<file path="config.mk">
export PLATFORM = sky130hd
export DESIGN_NAME = coin_sprite_gen_flat
export DESIGN_NICKNAME = d
export VERILOG_FILES = /design/src/rtl/coin_pkg.sv /design/src/rtl/coin_sprite_gen_if.sv /design/src/rtl/coin_sprite_gen_lfsr16.sv /design/src/rtl/coin_sprite_gen.sv /design/src/flat_wrapper.sv
export SDC_FILE = /design/constraint.sdc
export NUM_CORES = 1
export LEC_CHECK = 0
export BUFFER_PORTS_ARGS = -buffer_cell sky130_fd_sc_hd__buf_2
export CAP_MARGIN = 10
export CORE_MARGIN = 5
export CORE_UTILIZATION = 45
export CTS_BUF_LIST = sky130_fd_sc_hd__clkbuf_16
export CTS_CLUSTER_DIAMETER = 200
export DETAILED_ROUTE_END_ITERATION = 10
export SETUP_SLACK_MARGIN = 0.15
export SYNTH_ARGS = -nofsm -noshare
export SYNTH_HDL_FRONTEND = slang
export SYNTH_SLANG_ARGS = --single-unit
</file>
<file path="constraint.sdc">
create_clock -name clk -period 9 [get_ports clk]
set_input_delay 1.8 -clock clk [delete_from_list [all_inputs] [get_ports clk]]
set_output_delay 1.8 -clock clk [all_outputs]
set_load 0.1 [all_outputs]
</file>
<file path="src/rtl/coin_pkg.sv">
// Shared types for the coin sprite layer: FSM encoding, colours and the
// box-overlap test used both for spawning and for collection.
package coin_pkg;

  typedef enum logic [2:0] {
    IDLE      = 3'd0,
    SPAWN     = 3'd1,
    PENDING   = 3'd2,
    ACTIVE    = 3'd3,
    COLLECTED = 3'd4
  } coin_state_e;

  localparam logic [2:0] COIN_YELLOW = 3'b110;
  localparam logic [2:0] COIN_WHITE  = 3'b111;
  localparam logic [2:0] BLACK       = 3'b000;

  // Sums are 11 bits wide so a 10-bit coordinate plus an edge never wraps.
  function automatic logic boxes_overlap(
    input logic [10:0] ax, input logic [10:0] ay,
    input logic [10:0] aw, input logic [10:0] ah,
    input logic [10:0] bx, input logic [10:0] by,
    input logic [10:0] bw, input logic [10:0] bh
  );
    return (ax < bx + bw) && (bx < ax + aw) && (ay < by + bh) && (by < ay + ah);
  endfunction

endpackage

</file>
<file path="src/rtl/coin_sprite_gen_if.sv">
// Signal bundle between timing generator / game logic (master) and the
// coin sprite generator (slave).
interface coin_sprite_gen_if;
  logic       pixel_en;
  logic [9:0] hcount;
  logic [9:0] vcount;
  logic       frame_start;
  logic [9:0] char_x;
  logic [9:0] char_y;
  logic       game_en;
  logic       r_coin;
  logic       g_coin;
  logic       b_coin;
  logic       coin_collected;
  logic [7:0] score;

  modport master (
    output pixel_en, hcount, vcount, frame_start, char_x, char_y, game_en,
    input  r_coin, g_coin, b_coin, coin_collected, score
  );

  modport slave (
    input  pixel_en, hcount, vcount, frame_start, char_x, char_y, game_en,
    output r_coin, g_coin, b_coin, coin_collected, score
  );
endinterface

</file>
<file path="src/rtl/coin_sprite_gen_lfsr16.sv">
// Free-running 16-bit Fibonacci LFSR, polynomial x^16+x^14+x^13+x^11+1.
module lfsr16 #(
  parameter logic [15:0] SEED = 16'hACE1
) (
  input  logic        clk,
  input  logic        rst_n,
  output logic [15:0] q
);

  logic [15:0] q_q;
  logic [15:0] q_d;
  logic        fb;

  // Right-shifting form: taps 16,14,13,11 map to bits 0,2,3,5.
  assign fb  = q_q[0] ^ q_q[2] ^ q_q[3] ^ q_q[5];
  assign q_d = {fb, q_q[15:1]};

  always_ff @(posedge clk or negedge rst_n) begin
    if (!rst_n) q_q <= SEED;
    else        q_q <= q_d;
  end

  assign q = q_q;

endmodule

</file>
<file path="src/rtl/coin_sprite_gen.sv">
// Coin sprite layer: spawns a coin at LFSR positions, detects pickup by the
// character once per frame, keeps a saturating score and blinks on pickup.
//   state     | meaning
//   IDLE      | game stopped, coin hidden
//   SPAWN     | drawing LFSR candidates until one is legal
//   PENDING   | position chosen, waits for blanking to show it
//   ACTIVE    | coin drawn yellow, overlap tested each frame
//   COLLECTED | coin blinks for BLINK_FRAMES frames, then respawns
module coin_sprite_gen
  import coin_pkg::*;
#(
  parameter int          H_ACTIVE     = 640,
  parameter int          V_ACTIVE     = 480,
  parameter int          COIN_SIZE    = 16,
  parameter int          CHAR_SIZE    = 32,
  parameter int          BLINK_FRAMES = 32,
  parameter logic [15:0] LFSR_SEED    = 16'hACE1
) (
  input logic              clk,
  input logic              rst_n,
  coin_sprite_gen_if.slave bus
);

  localparam int BLINK_W = (BLINK_FRAMES > 8) ? $clog2(BLINK_FRAMES) : 3;
  localparam logic [BLINK_W-1:0] BLINK_LAST = BLINK_W'(BLINK_FRAMES - 1);
  localparam logic [10:0] COIN_W = 11'(COIN_SIZE);
  localparam logic [10:0] CHAR_W = 11'(CHAR_SIZE);
  localparam logic [10:0] X_MAX  = 11'(H_ACTIVE - COIN_SIZE);
  localparam logic [10:0] Y_MAX  = 11'(V_ACTIVE - COIN_SIZE);
  localparam logic [10:0] H_LIM  = 11'(H_ACTIVE);
  localparam logic [10:0] V_LIM  = 11'(V_ACTIVE);

  logic [15:0]        lfsr;
  coin_state_e        state_q, state_d;
  logic [9:0]         pend_x_q, pend_x_d, pend_y_q, pend_y_d;
  logic [9:0]         coin_x_q, coin_x_d, coin_y_q, coin_y_d;
  logic [BLINK_W-1:0] blink_q, blink_d;
  logic [7:0]         score_q, score_d;
  logic               collected_q, collected_d;
  logic [2:0]         rgb_q, rgb_d;

  logic [10:0] cand_x, cand_y, char_x_w, char_y_w;
  logic [10:0] coin_x_w, coin_y_w, h_w, v_w;
  logic        cand_ok, char_hit, in_box;

  lfsr16 #(.SEED(LFSR_SEED)) u_lfsr (
    .clk   (clk),
    .rst_n (rst_n),
    .q     (lfsr)
  );

  assign cand_x   = {1'b0, lfsr[9:0]};
  assign cand_y   = {2'b00, lfsr[15:7]};
  assign char_x_w = {1'b0, bus.char_x};
  assign char_y_w = {1'b0, bus.char_y};
  assign coin_x_w = {1'b0, coin_x_q};
  assign coin_y_w = {1'b0, coin_y_q};
  assign h_w      = {1'b0, bus.hcount};
  assign v_w      = {1'b0, bus.vcount};

  // A candidate must fit on screen and must not spawn under the character.
  assign cand_ok = (cand_x <= X_MAX) && (cand_y <= Y_MAX) &&
                   !boxes_overlap(cand_x, cand_y, COIN_W, COIN_W,
                                  char_x_w, char_y_w, CHAR_W, CHAR_W);

  assign char_hit = boxes_overlap(coin_x_w, coin_y_w, COIN_W, COIN_W,
                                  char_x_w, char_y_w, CHAR_W, CHAR_W);

  assign in_box = (h_w >= coin_x_w) && (h_w < coin_x_w + COIN_W) &&
                  (v_w >= coin_y_w) && (v_w < coin_y_w + COIN_W) &&
                  (h_w < H_LIM) && (v_w < V_LIM);

  always_comb begin
    state_d     = state_q;
    pend_x_d    = pend_x_q;
    pend_y_d    = pend_y_q;
    coin_x_d    = coin_x_q;
    coin_y_d    = coin_y_q;
    blink_d     = blink_q;
    score_d     = score_q;
    collected_d = 1'b0;
    rgb_d       = rgb_q;

    if (bus.pixel_en) begin
      rgb_d = BLACK;
      if (in_box && state_q == ACTIVE)
        rgb_d = COIN_YELLOW;
      else if (in_box && state_q == COLLECTED && !blink_q[2])
        rgb_d = COIN_WHITE;
    end

    if (!bus.game_en) begin
      state_d = IDLE;
    end else begin
      case (state_q)
        IDLE: state_d = SPAWN;
        SPAWN: begin
          if (cand_ok) begin
            pend_x_d = cand_x[9:0];
            pend_y_d = cand_y[9:0];
            state_d  = PENDING;
          end
        end
        PENDING: begin
          // Coin moves only at blanking so the frame never tears.
          if (bus.frame_start) begin
            coin_x_d = pend_x_q;
            coin_y_d = pend_y_q;
            state_d  = ACTIVE;
          end
        end
        ACTIVE: begin
          if (bus.frame_start && char_hit) begin
            collected_d = 1'b1;
            if (score_q != 8'hFF) score_d = score_q + 8'd1;
            blink_d = '0;
            state_d = COLLECTED;
          end
        end
        COLLECTED: begin
          if (bus.frame_start) begin
            if (blink_q == BLINK_LAST) state_d = SPAWN;
            else                       blink_d = blink_q + 1'b1;
          end
        end
        default: state_d = IDLE;
      endcase
    end
  end

  always_ff @(posedge clk or negedge rst_n) begin
    if (!rst_n) begin
      state_q     <= IDLE;
      pend_x_q    <= '0;
      pend_y_q    <= '0;
      coin_x_q    <= '0;
      coin_y_q    <= '0;
      blink_q     <= '0;
      score_q     <= '0;
      collected_q <= 1'b0;
      rgb_q       <= BLACK;
    end else begin
      state_q     <= state_d;
      pend_x_q    <= pend_x_d;
      pend_y_q    <= pend_y_d;
      coin_x_q    <= coin_x_d;
      coin_y_q    <= coin_y_d;
      blink_q     <= blink_d;
      score_q     <= score_d;
      collected_q <= collected_d;
      rgb_q       <= rgb_d;
    end
  end

  assign bus.r_coin         = rgb_q[2];
  assign bus.g_coin         = rgb_q[1];
  assign bus.b_coin         = rgb_q[0];
  assign bus.coin_collected = collected_q;
  assign bus.score          = score_q;

endmodule

</file>
<file path="src/flat_wrapper.sv">
// flat-port wrapper written by rule: the top's interface ports become plain ports
module coin_sprite_gen_flat import coin_pkg::*;
#(
  parameter int          H_ACTIVE     = 640,
  parameter int          V_ACTIVE     = 480,
  parameter int          COIN_SIZE    = 16,
  parameter int          CHAR_SIZE    = 32,
  parameter int          BLINK_FRAMES = 32,
  parameter logic [15:0] LFSR_SEED    = 16'hACE1
)
  (clk, rst_n, bus_pixel_en, bus_hcount, bus_vcount, bus_frame_start, bus_char_x, bus_char_y, bus_game_en, bus_r_coin, bus_g_coin, bus_b_coin, bus_coin_collected, bus_score);
  coin_sprite_gen_if bus_i ();
  input logic clk;
  input logic rst_n;
  input wire logic [$bits(bus_i.pixel_en)-1:0] bus_pixel_en;
  input wire logic [$bits(bus_i.hcount)-1:0] bus_hcount;
  input wire logic [$bits(bus_i.vcount)-1:0] bus_vcount;
  input wire logic [$bits(bus_i.frame_start)-1:0] bus_frame_start;
  input wire logic [$bits(bus_i.char_x)-1:0] bus_char_x;
  input wire logic [$bits(bus_i.char_y)-1:0] bus_char_y;
  input wire logic [$bits(bus_i.game_en)-1:0] bus_game_en;
  output wire logic [$bits(bus_i.r_coin)-1:0] bus_r_coin;
  output wire logic [$bits(bus_i.g_coin)-1:0] bus_g_coin;
  output wire logic [$bits(bus_i.b_coin)-1:0] bus_b_coin;
  output wire logic [$bits(bus_i.coin_collected)-1:0] bus_coin_collected;
  output wire logic [$bits(bus_i.score)-1:0] bus_score;
  assign bus_i.pixel_en = bus_pixel_en;
  assign bus_i.hcount = bus_hcount;
  assign bus_i.vcount = bus_vcount;
  assign bus_i.frame_start = bus_frame_start;
  assign bus_i.char_x = bus_char_x;
  assign bus_i.char_y = bus_char_y;
  assign bus_i.game_en = bus_game_en;
  assign bus_r_coin = bus_i.r_coin;
  assign bus_g_coin = bus_i.g_coin;
  assign bus_b_coin = bus_i.b_coin;
  assign bus_coin_collected = bus_i.coin_collected;
  assign bus_score = bus_i.score;
  coin_sprite_gen #(.H_ACTIVE(H_ACTIVE), .V_ACTIVE(V_ACTIVE), .COIN_SIZE(COIN_SIZE), .CHAR_SIZE(CHAR_SIZE), .BLINK_FRAMES(BLINK_FRAMES), .LFSR_SEED(LFSR_SEED)) u_core (.clk(clk), .rst_n(rst_n), .bus(bus_i));
endmodule
</file>
Word-level counts from Yosys, hierarchy flattened
Index checks and enable logic that the tools add are counted.

word-level totals
  register bits = 74
  logic and storage cells = 93

operators by class
  add/subtract/negate cells = 8
  magnitude comparators = 16
  equal/unequal tests = 14
  muxes and demuxes = 16
  bitwise operators = 3
  reduce and logical (&&, ||, !) cells = 26

operator list
  kind                     number
  $lt A10 B11 Y1           8
  $mux W3                  8
  $add A10 B5 Y11 const B  2
  $add A10 B6 Y11 const B  2
  $lt A9 B11 Y1            2
  $add A9 B5 Y10 const B   2
  $logic_and A1 B1 Y1      17
  $mux W5                  3
  $pmux W3 S5              1
  $ne A3 B3 Y1 const B     4
  $ge A10 B10 Y1           1
  $ge A10 B9 Y1            1
  $le A10 B10 Y1 const B   1
  $lt A10 B10 Y1 const B   1
  $lt A10 B9 Y1 const B    1
  $pmux W5 S2              1
  $reduce_and A5 Y1        2
  $le A9 B9 Y1 const B     1
  $add A8 B1 Y8 const B    1
  $ne A8 B8 Y1 const B     1
  $eq A3 B2 Y1 const B     2
  $ne A2 B2 Y1 const B     3
  $reduce_and A3 Y1        2
  $add A5 B1 Y5 const B    1
  10 further kinds         15

Longest topological paths before layout
  word-level depth = 11
  depth in mapped cells = 13
  mapped depth without buffers = 11

Modules after synthesis
A second synthesis with hierarchy kept.

second synthesis, totals
  cells, all modules = 556
  area, all modules = 5490.3 sq um

by module, submodules not included
  module           instances  cells each  area an instance (sq um)  seq. area each (sq um)
  coin_sprite_gen  1          537         5053.6                    1276.2
  lfsr16           1          19          436.7                     410.4

Worst setup path before layout
Ideal clock, no wire load.

  path kind = input-to-reg
  start = input port bus_char_x[5]
  end = register u_core.score_q[1], in the netlist u_core.bus.score[1]
  arrival = 4.394 ns
  setup slack = 4.480 ns
  stages = 13
  path through = ha_1 > xnor2_1 > ha_1 > and3_1 > o21ai_0 > o211ai_1 > maj3_2 > and3_4 > buf_6 > or3b_1 > buf_6 > nor2_1 > mux2_2

on the way
  cells in the longest elaborated chain, start to end = 7
  elaborated cells between the ends (all ways) = 8

RTL lines
  element                              RTL line                text
  from (decl)                          flat_wrapper.sv:19      input wire logic [$bits(bus_i.char_x)-1:0] bus_char_x;
  $add A10 B6 Y11                      coin_pkg.sv:24          return (ax < bx + bw) && (bx < ax + aw) && (ay < by + bh) && (by < ay + ah);
  $lt A10 B11 Y1                       coin_pkg.sv:24
  $logic_and A1 B1 Y1 * (3 in series)  coin_pkg.sv:24
  $logic_and A1 B1 Y1 *                coin_sprite_gen.sv:113  if (bus.frame_start && char_hit) begin
  $reduce_and A4 Y1 (no line) *        n/a
  to (signal assigned)                 coin_sprite_gen.sv:149  score_q <= score_d;
  to (decl)                            coin_sprite_gen.sv:38   logic [7:0] score_q, score_d;

Every way passes the cells marked *; elsewhere a longest branch is shown, timed or not.
A chain may end at the register's enable or synchronous reset.

Worst setup path in the final report
  start = input port bus_char_x[5]
  end = register u_core.pend_x_q[1]

on the way
  cells in the longest elaborated chain, start to end = 8
  elaborated cells between the ends (all ways) = 9

RTL lines
  element                              RTL line                text
  $add A10 B6 Y11                      coin_pkg.sv:24
  $lt A10 B11 Y1                       coin_pkg.sv:24
  $logic_and A1 B1 Y1 * (3 in series)  coin_pkg.sv:24
  $logic_not A1 Y1 *                   coin_sprite_gen.sv:63   !boxes_overlap(cand_x, cand_y, COIN_W, COIN_W,
  $logic_and A1 B1 Y1 *                coin_sprite_gen.sv:62   assign cand_ok = (cand_x <= X_MAX) && (cand_y <= Y_MAX) &&
  $reduce_and A3 Y1 (no line) *        n/a
  to (signal assigned)                 coin_sprite_gen.sv:144  pend_x_q <= pend_x_d;
  to (decl)                            coin_sprite_gen.sv:35   logic [9:0] pend_x_q, pend_x_d, pend_y_q, pend_y_d;

Marked as above.

==> impl_results.md <==
- Cts repair resizes: 0
- Core ar.: 11,900 µm²
- Synth area leader: dfrtp_1
- Crit path from: bus_char_x[5]
- Clock skew: 6.27 ps
- EDFF count, synth: 0
- CP max FO: 17
- H-tree Lvls: 3
- All-layer global routing usage: 18.1%
- NetSw: 0.177 mW
- Sw frac: 24.2%
- Main flop type after synthesis: dfrtp_1
- Total number of vias: 4,147
- Largest net degree at the start of global routing: 68
- Max Buffers Root-to-Sink: 2
- Clock slew at reported path FFs: 50 ps
- Post-synthesis async set-or-reset flop share: 100%
- Syn_nets: 679
- Max-cap violations: 0
- #FFs+latches synth: 67
- Dpl hpwl: 10.1 mm
- Via-to-Cell Ratio: 5.60
- Startpoint types: input port
- CTS Buf Count: 9
- Syn Area/Cell: 10.2 µm²
- Buffers on Ports: 56
- CTS tree: done
- Worst min-delay path startpoint: u_core.u_lfsr.q[6]
- Sequential share of the synthesized area: 31.3%
- Number of fill cells in the layout: 1,117
- Global-route wire length before repair: 20.9 mm
- DRT antenna net count: 0
- PwrDens: 121 nW/µm²
- Worst Hold Class: flop to flop
- Layout cell share with drive strength beyond 1: 20.6%
- Critical path capture point type: flop
- RR Startpoint: u_core.u_lfsr.q[5]
- Tot Pwr: 0.733 mW
- Cell Rows: 40
- Number of global-route vias before repair: 4,301
- Clk Latency, worst-skew pair: 320 ps
- Root Buffer: clkbuf_16
- Placed cells: 724
- Starting DRT DRC Count: 153
- Post-CTS Setup Repair Bufs: 0
- I/O Pins: 57
- Die Wd: 119 µm
- Initial Util: 45.4%
- Die height: 119 µm
- Setup ws final: 4360 ps
- Share of the synthesized area in the top cell type: 27.4%
- Max IR drop VDD: 0.000117 V
- RSZ-0062 raised after global routing: false
- Int Pwr: 0.556 mW
- Area grow syn2layout: 12.8%
- Final non-filler cell total: 740
- Setup WS pre-CTS: 3990 ps
- Cells after Synth: 529
- Hold Path Depth: 0
- Ant. Diodes: 0
- Total Wirelength: 12.5 mm
- Synthesis Warnings: 0
- Fmax: 215 MHz
- P_leak: 3.01 nW
- Die area: 14,300 µm²
- Post-route minimum period: 4640 ps
- CP Class: input port to flop
- CP arrival: 4850 ps
- Gate power share: 13.7%
- Clock share of power: 43.9%
- CP required: 9200 ps
- # DRC: 0
- Antenna violations before repair: 0
- Iteration count of the initial detailed-routing pass: 4
- # hold bufs at CTS: 0
- Synth unique cells: 67
- Status: completed
- Routability Congestion: 0.897
- CTS sink cnt: 67
- Slew Limit Fails: 0
- Worst-Margin Slew: 862 ps
- Post-detailed-route wirelength per cell: 16.9 µm
- Relative slew slack: 42.4%
- Final period utilization: 51.6%
- Synth area leaders: dfrtp_1 27%, ha_1 24%, mux2_2 7.1%
- Post-Synthesis Cell Area: 5390 µm²
- Final setup vio count: 0
- Worst-case reg-to-reg path depth: 11
- Grt ovf: 0
- Sequential Power Share: 42.3%
- Setup TNS: 0 ps
- Fin nets: 738
- Final Hold Vio Count: 0
layer usage:
metal	vias up	wire length (µm)	global-route usage [%]
li1	2067	-	-
met1	1992	5910	23.8
met2	67	6000	30.7
met3	21	355	2.85
met4	0	245	5.51
met5	-	0	0
synthesized netlist by cell type (4+ instances only):
cell type  count
o21ai_0       23
xnor2_1       15
nor2b_1       12
a21oi_1       25
o31ai_1        4
nand3_1       26
dfstp_2        8
dfrtp_1       59
nor2_1        18
nor3_1         7
nand4_1        7
or3_1          4
ha_1         105
a21o_1         9
and3_1         6
nand2_1       16
mux2_2        34
nand2b_1      11
o21a_1         7
inv_1         46
o2111ai_1      4
xor2_1        13
worst max-delay path, stage by stage:
cell and delay (ps):
buf_2 150, ha_1 280, inv_1 50, ha_1 280, a21o_1 180, a21oi_1 130
o21ai_0 130, maj3_1 390, a311oi_1 340, or4b_1 670, mux2_2 410
layout make-up:
type	instances	area, µm²	share of cell area [%]
clock inverters	7	53.8	0.885
multi-input cells	407	3470	57.1
flip-flops and latches	67	1690	27.8
well taps	147	184	3.03
clock buffers	9	225	3.71
inverters	46	173	2.84
repair buffers	57	288	4.74
through the flow:
stage | util, % | hold WS [ps] | instance area (µm²)
after floorplan | - | 376 | 5390
final | 51.2 | 420 | 6080
after detailed placement | 48.9 | 411 | 5800
after global placement | 48.9 | 410 | 5800
after CTS | 51.2 | 418 | 6080
after global routing | 51.2 | 426 | 6080
worst paths after layout:
kind | to | slack [ps]
min in group asynchronous | u_core.blink_q[3] | 1650
setup / recovery | u_core.pend_x_q[1] | 4360
max in group asynchronous | u_core.pend_x_q[4] | 6810
hold / removal | u_core.u_lfsr.q[5] | 420
hold reg to reg | u_core.u_lfsr.q[5] | 420
setup reg to reg | u_core.pend_x_q[1] | 5240
cells in the final DEF, fill, tap and decap left out, types with 3 or more instances in the layout:
master / instances
and3_1: 6
nor3_1: 7
a211oi_1: 3
nand2b_1: 11
dfrtp_1: 59
a21o_1: 9
a21oi_1: 25
nand2_1: 16
nand4_1: 7
o21ai_0: 23
a221oi_1: 3
xor2_1: 13
inv_1: 49
mux2_2: 34
o2111ai_1: 4
o211ai_1: 3
nand3_1: 26
dfstp_2: 8
o21a_1: 7
xnor2_1: 15
nor2_1: 18
clkbuf_16: 9
buf_2: 56
o31ai_1: 4
ha_1: 105
nor2b_1: 12
or3_1: 4
a31oi_1: 3
registers in the layout, summed over array words and instances (netlist names):
name / cells
u_core.coin_x_q: 9
u_core.coin_y_q: 7
u_core.pend_x_q: 9
u_core.rgb_q: 2
u_core.bus.coin_collected: 1
u_core.bus.score: 8
u_core.state_q: 3
u_core.u_lfsr.q: 16
u_core.pend_y_q: 7
u_core.blink_q: 5
logic make-up (layout without fill, tap and decap cells):
family                   count (synthesis)  in the layout  synth area share [%]
flip-flops                              67             67                  31.3
AO/OA/AOI/OAI                          111            111                  14.2
AND/OR/NAND/NOR                        124            124                  13.1
multiplexers                            36             36                  7.48
buffers and inverters                   55            119                  4.37
adder cells (fa/ha/maj)                108            108                  25.0
XOR/XNOR                                28             28                  4.55
power groups by stage:
stage	logic, mW	registers [mW]	clock network [mW]
floorplan	0.0601	0.315	0
global placement	0.0984	0.315	0
detailed placement	0.101	0.315	0
CTS	0.102	0.310	0.330
global route	0.115	0.311	0.345
finish	0.101	0.311	0.322
No activity file was read; power rests on OpenSTA's default activity.
